### config.mk
export PLATFORM = sky130hd
export DESIGN_NAME = note_lane_gen
export DESIGN_NICKNAME = d
export VERILOG_FILES = /design/src/rtl/note_lane_gen.sv
export SDC_FILE = /design/constraint.sdc
export NUM_CORES = 1
export LEC_CHECK = 0
export CORE_MARGIN = 3
export CORE_UTILIZATION = 59
export CTS_CLUSTER_SIZE = 16
export DETAILED_ROUTE_END_ITERATION = 8
export PLACE_DENSITY = 0.79
export SLEW_MARGIN = 5
export SYNTH_ARGS = -nofsm -noshare
export SYNTH_HDL_FRONTEND = slang
export SYNTH_SLANG_ARGS = --single-unit
### constraint.sdc
create_clock -name clk -period 2.6 [get_ports clk]
set_input_delay 0.26 -clock clk [delete_from_list [all_inputs] [get_ports clk]]
set_output_delay 0.26 -clock clk [all_outputs]
set_load 0.01 [all_outputs]
### src/rtl/note_lane_gen.sv
// note_lane_gen: beat-timed pseudo-random lane sequencer for the game datapath.
// Issues one 2-bit lane per beat (BEAT_DIV clocks), NOTES notes per song,
// with pause support and a filter that forbids three identical lanes in a row.
module note_lane_gen #(
  parameter int unsigned BEAT_DIV = 25_000_000,
  parameter int unsigned NOTES    = 64,
  parameter logic [7:0]  SEED     = 8'hA5
) (
  input  logic       clk,
  input  logic       rst,
  input  logic       start,
  input  logic       pause,
  output logic [1:0] lane,
  output logic       note_valid,
  output logic       busy,
  output logic       done,
  output logic [6:0] note_cnt
);

  localparam int unsigned       BEAT_W    = $clog2(BEAT_DIV);
  localparam logic [BEAT_W-1:0] BEAT_LAST = BEAT_W'(BEAT_DIV - 1);
  localparam logic [6:0]        LAST_NOTE = 7'(NOTES - 1);
  // An all-zero LFSR would lock up, so a zero seed is replaced by 1.
  localparam logic [7:0]        SEED_EFF  = (SEED == 8'h00) ? 8'h01 : SEED;

  typedef enum logic [1:0] {
    ST_IDLE  = 2'd0,
    ST_PLAY  = 2'd1,
    ST_PAUSE = 2'd2,
    ST_DONE  = 2'd3
  } state_t;

  state_t            state_q, state_d;
  logic [BEAT_W-1:0] beat_cnt_q, beat_cnt_d;
  logic [7:0]        lfsr_q, lfsr_d;
  logic [1:0]        lane_q, lane_d;
  logic [1:0]        hist0_q, hist0_d;   // most recently issued lane
  logic [1:0]        hist1_q, hist1_d;   // lane issued before that one
  logic              note_valid_q, note_valid_d;
  logic              busy_q, busy_d;
  logic              done_q, done_d;
  logic [6:0]        note_cnt_q, note_cnt_d;

  logic       lfsr_fb;
  logic [7:0] lfsr_step;
  logic [1:0] cand;
  logic       repeat_hit;
  logic [1:0] issue_lane;
  logic       beat_end;

  // Next LFSR state and the lane that would be issued on the coming beat
  always_comb begin
    lfsr_fb    = lfsr_q[7] ^ lfsr_q[5] ^ lfsr_q[4] ^ lfsr_q[3];
    lfsr_step  = {lfsr_q[6:0], lfsr_fb};
    cand       = lfsr_step[1:0];
    // History only counts once two notes of this song have been issued,
    // so the tail of the previous song never bends the new one.
    repeat_hit = (note_cnt_q >= 7'd2) && (cand == hist0_q) && (cand == hist1_q);
    issue_lane = repeat_hit ? (cand + 2'd1) : cand;
    beat_end   = (beat_cnt_q == BEAT_LAST);
  end

  // Next-state logic: song control, beat timing and note issue
  always_comb begin
    state_d      = state_q;
    beat_cnt_d   = beat_cnt_q;
    lfsr_d       = lfsr_q;
    lane_d       = lane_q;
    hist0_d      = hist0_q;
    hist1_d      = hist1_q;
    note_valid_d = 1'b0;
    note_cnt_d   = note_cnt_q;

    case (state_q)
      ST_IDLE, ST_DONE: begin
        // The LFSR is deliberately left running state so songs differ.
        if (start) begin
          state_d    = ST_PLAY;
          beat_cnt_d = '0;
          note_cnt_d = 7'd0;
        end
      end

      ST_PLAY, ST_PAUSE: begin
        if (pause) begin
          // Freeze everything, including on the terminal-count cycle.
          state_d = ST_PAUSE;
        end else begin
          // The edge that sees pause low already counts, so a pause of
          // N sampled cycles delays the beat by exactly N clocks.
          state_d = ST_PLAY;
          if (beat_end) begin
            beat_cnt_d   = '0;
            lfsr_d       = lfsr_step;
            lane_d       = issue_lane;
            hist1_d      = hist0_q;
            hist0_d      = issue_lane;
            note_valid_d = 1'b1;
            note_cnt_d   = note_cnt_q + 7'd1;
            if (note_cnt_q == LAST_NOTE) begin
              state_d = ST_DONE;
            end
          end else begin
            beat_cnt_d = beat_cnt_q + BEAT_W'(1);
          end
        end
      end

      default: state_d = ST_IDLE;
    endcase

    // Status flags follow the next state so they line up with the last pulse.
    busy_d = (state_d == ST_PLAY) || (state_d == ST_PAUSE);
    done_d = (state_d == ST_DONE);
  end

  // State and output registers with asynchronous reset
  always_ff @(posedge clk or posedge rst) begin
    if (rst) begin
      state_q      <= ST_IDLE;
      beat_cnt_q   <= '0;
      lfsr_q       <= SEED_EFF;
      lane_q       <= 2'd0;
      hist0_q      <= 2'd0;
      hist1_q      <= 2'd0;
      note_valid_q <= 1'b0;
      busy_q       <= 1'b0;
      done_q       <= 1'b0;
      note_cnt_q   <= 7'd0;
    end else begin
      state_q      <= state_d;
      beat_cnt_q   <= beat_cnt_d;
      lfsr_q       <= lfsr_d;
      lane_q       <= lane_d;
      hist0_q      <= hist0_d;
      hist1_q      <= hist1_d;
      note_valid_q <= note_valid_d;
      busy_q       <= busy_d;
      done_q       <= done_d;
      note_cnt_q   <= note_cnt_d;
    end
  end

  assign lane       = lane_q;
  assign note_valid = note_valid_q;
  assign busy       = busy_q;
  assign done       = done_q;
  assign note_cnt   = note_cnt_q;

endmodule
==> flow_metrics.env <==
export IMPL_outcome="finished, final reports clean"
export IMPL_slew_headroom_pct=27.8
export IMPL_synthesis_area_um2=2590
export IMPL_skew_ns=0.00417
export IMPL_rows=23
export IMPL_place_congestion=0.916
export IMPL_drc=0
export IMPL_cp_start_kind="register"
export IMPL_totalNegativeSetupSlack_ns=0
export IMPL_yosys_top_cells_count="dfrtp_1, nand2_1, nor2_1"
export IMPL_synth_area_top_cells="dfrtp_1, nand2_1, dfstp_2"
export IMPL_peakVddDrop_mv=0.397
export IMPL_hold_viol=0
export IMPL_crit_top_cell="and4_1"
export IMPL_rsz0062_at_grt="no"
export IMPL_syn_num_nets=278
export IMPL_synth_edff_count=0
export IMPL_synth_top_area_share_pct=43.5
export IMPL_hold_buffers=0
export IMPL_p_int_w=0.00141
export IMPL_cts_resized=0
export IMPL_drtIter0Drc=167
export IMPL_cts_buffers=5
export IMPL_layout_min_cycle_time_ns=2.44
export IMPL_clockBufferDepth=2
export IMPL_antenna_left=0
export IMPL_grt_use_total_pct=22.9
export IMPL_grt_pass1_wl_um=9490
export IMPL_portBuffers=15
export IMPL_postSynthAreaPerCell_um2=9.60
export IMPL_drive_gt1_share_pct=11.5
export IMPL_vias=2067
export IMPL_hpwl_um=3740
export IMPL_grt_pass1_vias=1992
export IMPL_seq_area_frac_synth_pct=47.5
export IMPL_antenna_cells=0
export IMPL_cts_sinks=49
export IMPL_globalRouteOverflowTotal=0
export IMPL_hp_class="input port to asynchronous set/reset pin"
export IMPL_fin_util_pct=70.5
export IMPL_max_stage_delay_ns=0.87
export IMPL_cts_tree="done"
export IMPL_path_max_fanout=26
export IMPL_slowest_stage="a21oi_2"
export IMPL_post_drt_wl_per_cell_um=15.7
export IMPL_leakage_nw=1.24
export IMPL_setup_slack_ns=0.163
export IMPL_hold_ws_ns=0.423
export IMPL_h_tree_depth=2
export IMPL_critical_path_required_ns=2.81
export IMPL_synth_seq_cells=49
export IMPL_grt_max_degree=50
export IMPL_endpoint_kind="register"
export IMPL_yosys_warnings=0
export IMPL_critPathArrivalTime_ns=2.65
export IMPL_syn_inst=270
export IMPL_nets=295
export IMPL_share_comb_of_total_power_pct=35.4
export IMPL_die_area_um2=5220
export IMPL_synth_flop_cell="dfrtp_1"
export IMPL_fp_dieW_um=72.3
export IMPL_area_growth_pct=12.0
export IMPL_p_per_area_nw_per_um2=780
export IMPL_ios=16
export IMPL_final_max_slew_viol_count=0
export IMPL_dp_slack_ns=0.240
export IMPL_path_clk_slew_ns=0.08
export IMPL_post_synth_top_area_cell="dfrtp_1"
export IMPL_core_um2=4120
export IMPL_clock_fmax_ghz=0.410
export IMPL_switching_share_pct=37.6
export IMPL_die_h_um=72.3
export IMPL_dpl_cell_count=330
export IMPL_pwr_share_clk_pct=24.6
export IMPL_cts_setup_buffers=0
export IMPL_cts_root_buf="clkbuf_8"
export IMPL_synth_cell_type_count=52
export IMPL_fin_crit_sh_pct=93.7
export IMPL_totalWireLength_um=5310
export IMPL_setup_viol=0
export IMPL_tightest_slew_ns=1.08
export IMPL_synth_async_sr_flop_share_pct=100
export IMPL_antenna_found_initial=0
export IMPL_drv_cap=0
export IMPL_synth_most_common_cell="dfrtp_1"
export IMPL_seqPwrFrac_pct=39.9
export IMPL_crit_chain="and4_1 -> and4_1 -> a21oi_2 -> nor2_2 -> a311oi_1"
export IMPL_dr_pass1_iters=4
export IMPL_clk_latency_ns=0.30
export IMPL_worstSetupPathType="register to register"
export IMPL_finalNonFillerCells=338
export IMPL_fillers=338
export IMPL_start_util_pct=63.0
export IMPL_switchingPower_w=0.000851
export IMPL_viasPerCell=6.12
-- metrics by stage --
step	cell area (µm²)	total power, W
after floorplan	2590	0.00153
after global placement	2790	0.00168
after detailed placement	2790	0.00171
after CTS	2900	0.00227
after global routing	2900	0.00240
final	2900	0.00226
-- cell usage in the layout (no fill, tap or decap), types with 3 or more instances in the layout --
master           instances
dfstp_2                  4
xor2_1                   9
nand3_1                 15
xnor2_1                  3
mux2_2                   4
clkdlybuf4s50_1         15
nand2_1                 38
a41oi_1                  3
nor2_1                  18
o31ai_1                  6
nor3_1                   7
clkbuf_8                 6
nand4_1                 11
buf_4                    5
ha_1                     4
o22ai_1                  3
a31oi_1                 12
o21ai_0                 11
dfrtp_1                 45
and4_1                   3
inv_1                    8
a21oi_1                 15
or4_1                    5
-- power groups by stage --
| stage | combinational [W] | clock (W) | sequential [W] |
|---|---|---|---|
| global route | 0.000886 | 0.000594 | 0.000916 |
| floorplan | 0.000621 | 0 | 0.000914 |
| global placement | 0.000771 | 0 | 0.000913 |
| detailed placement | 0.000791 | 0 | 0.000918 |
| finish | 0.000802 | 0.000557 | 0.000904 |
| CTS | 0.000794 | 0.000569 | 0.000904 |
-- path summary, 6_finish.rpt --
kind	start	end	slack, ns	cells after the start
min in group clk	lfsr_q[7]	lfsr_q[7]	0.47	2
worst max-delay path	beat_cnt_q[12]	beat_cnt_q[17]	0.16	5
worst min-delay path	rst	beat_cnt_q[23]	0.42	3
worst max register to register	beat_cnt_q[12]	beat_cnt_q[17]	0.16	5
max in group asynchronous	rst	beat_cnt_q[24]	1.77	3
worst min register to register	lfsr_q[7]	lfsr_q[7]	0.47	2
-- cells by family after synthesis --
group / after synthesis / synth area share [%]
muxes: 6 / 2.99
adders and majority gates: 4 / 1.93
DFF: 49 / 47.5
xor gates and xnor gates: 13 / 5.12
buffers and inverters: 20 / 3.57
and+or+nand+nor: 118 / 24.3
AOI/OAI and AO/OA: 60 / 14.5
-- worst max-delay path, delay by kind of cell, from the launching register on --
family	cells	cell delay [ns]
AO/OA/AOI/OAI	2	1.13
AND/OR/NAND/NOR	3	0.75
flip-flops	1	0.46
-- registers in the layout (all words and copies together), names as in the netlist --
name and flops:
beat_cnt_q 25, lfsr_q 8, note_cnt 7, hist0_q 2
hist1_q 2, state_q 2, busy 1, done 1
note_valid 1
-- area by class of cell --
class / count / area (µm²) / share of cell area (%)
inverters: 10 / 37.5 / 1.29
flip-flops and latches: 49 / 1230 / 42.4
multi-input cells: 201 / 1270 / 43.7
repair buffers: 20 / 188 / 6.47
well taps: 50 / 62.6 / 2.16
clock buffers: 7 / 86.3 / 2.97
clock inverters: 1 / 30.0 / 1.03
-- routing by layer --
layer | wire, µm | global-route usage, % | share of wire, % | vias up
li1 | - | - | - | 1013
met1 | 2430 | 31.9 | 46 | 993
met2 | 2540 | 35.9 | 48 | 54
met3 | 284 | 4.57 | 5.3 | 7
met4 | 58 | 7.52 | 1.1 | 0
met5 | 0 | 0 | 0 | -
Power figures use the tool's default switching activity.
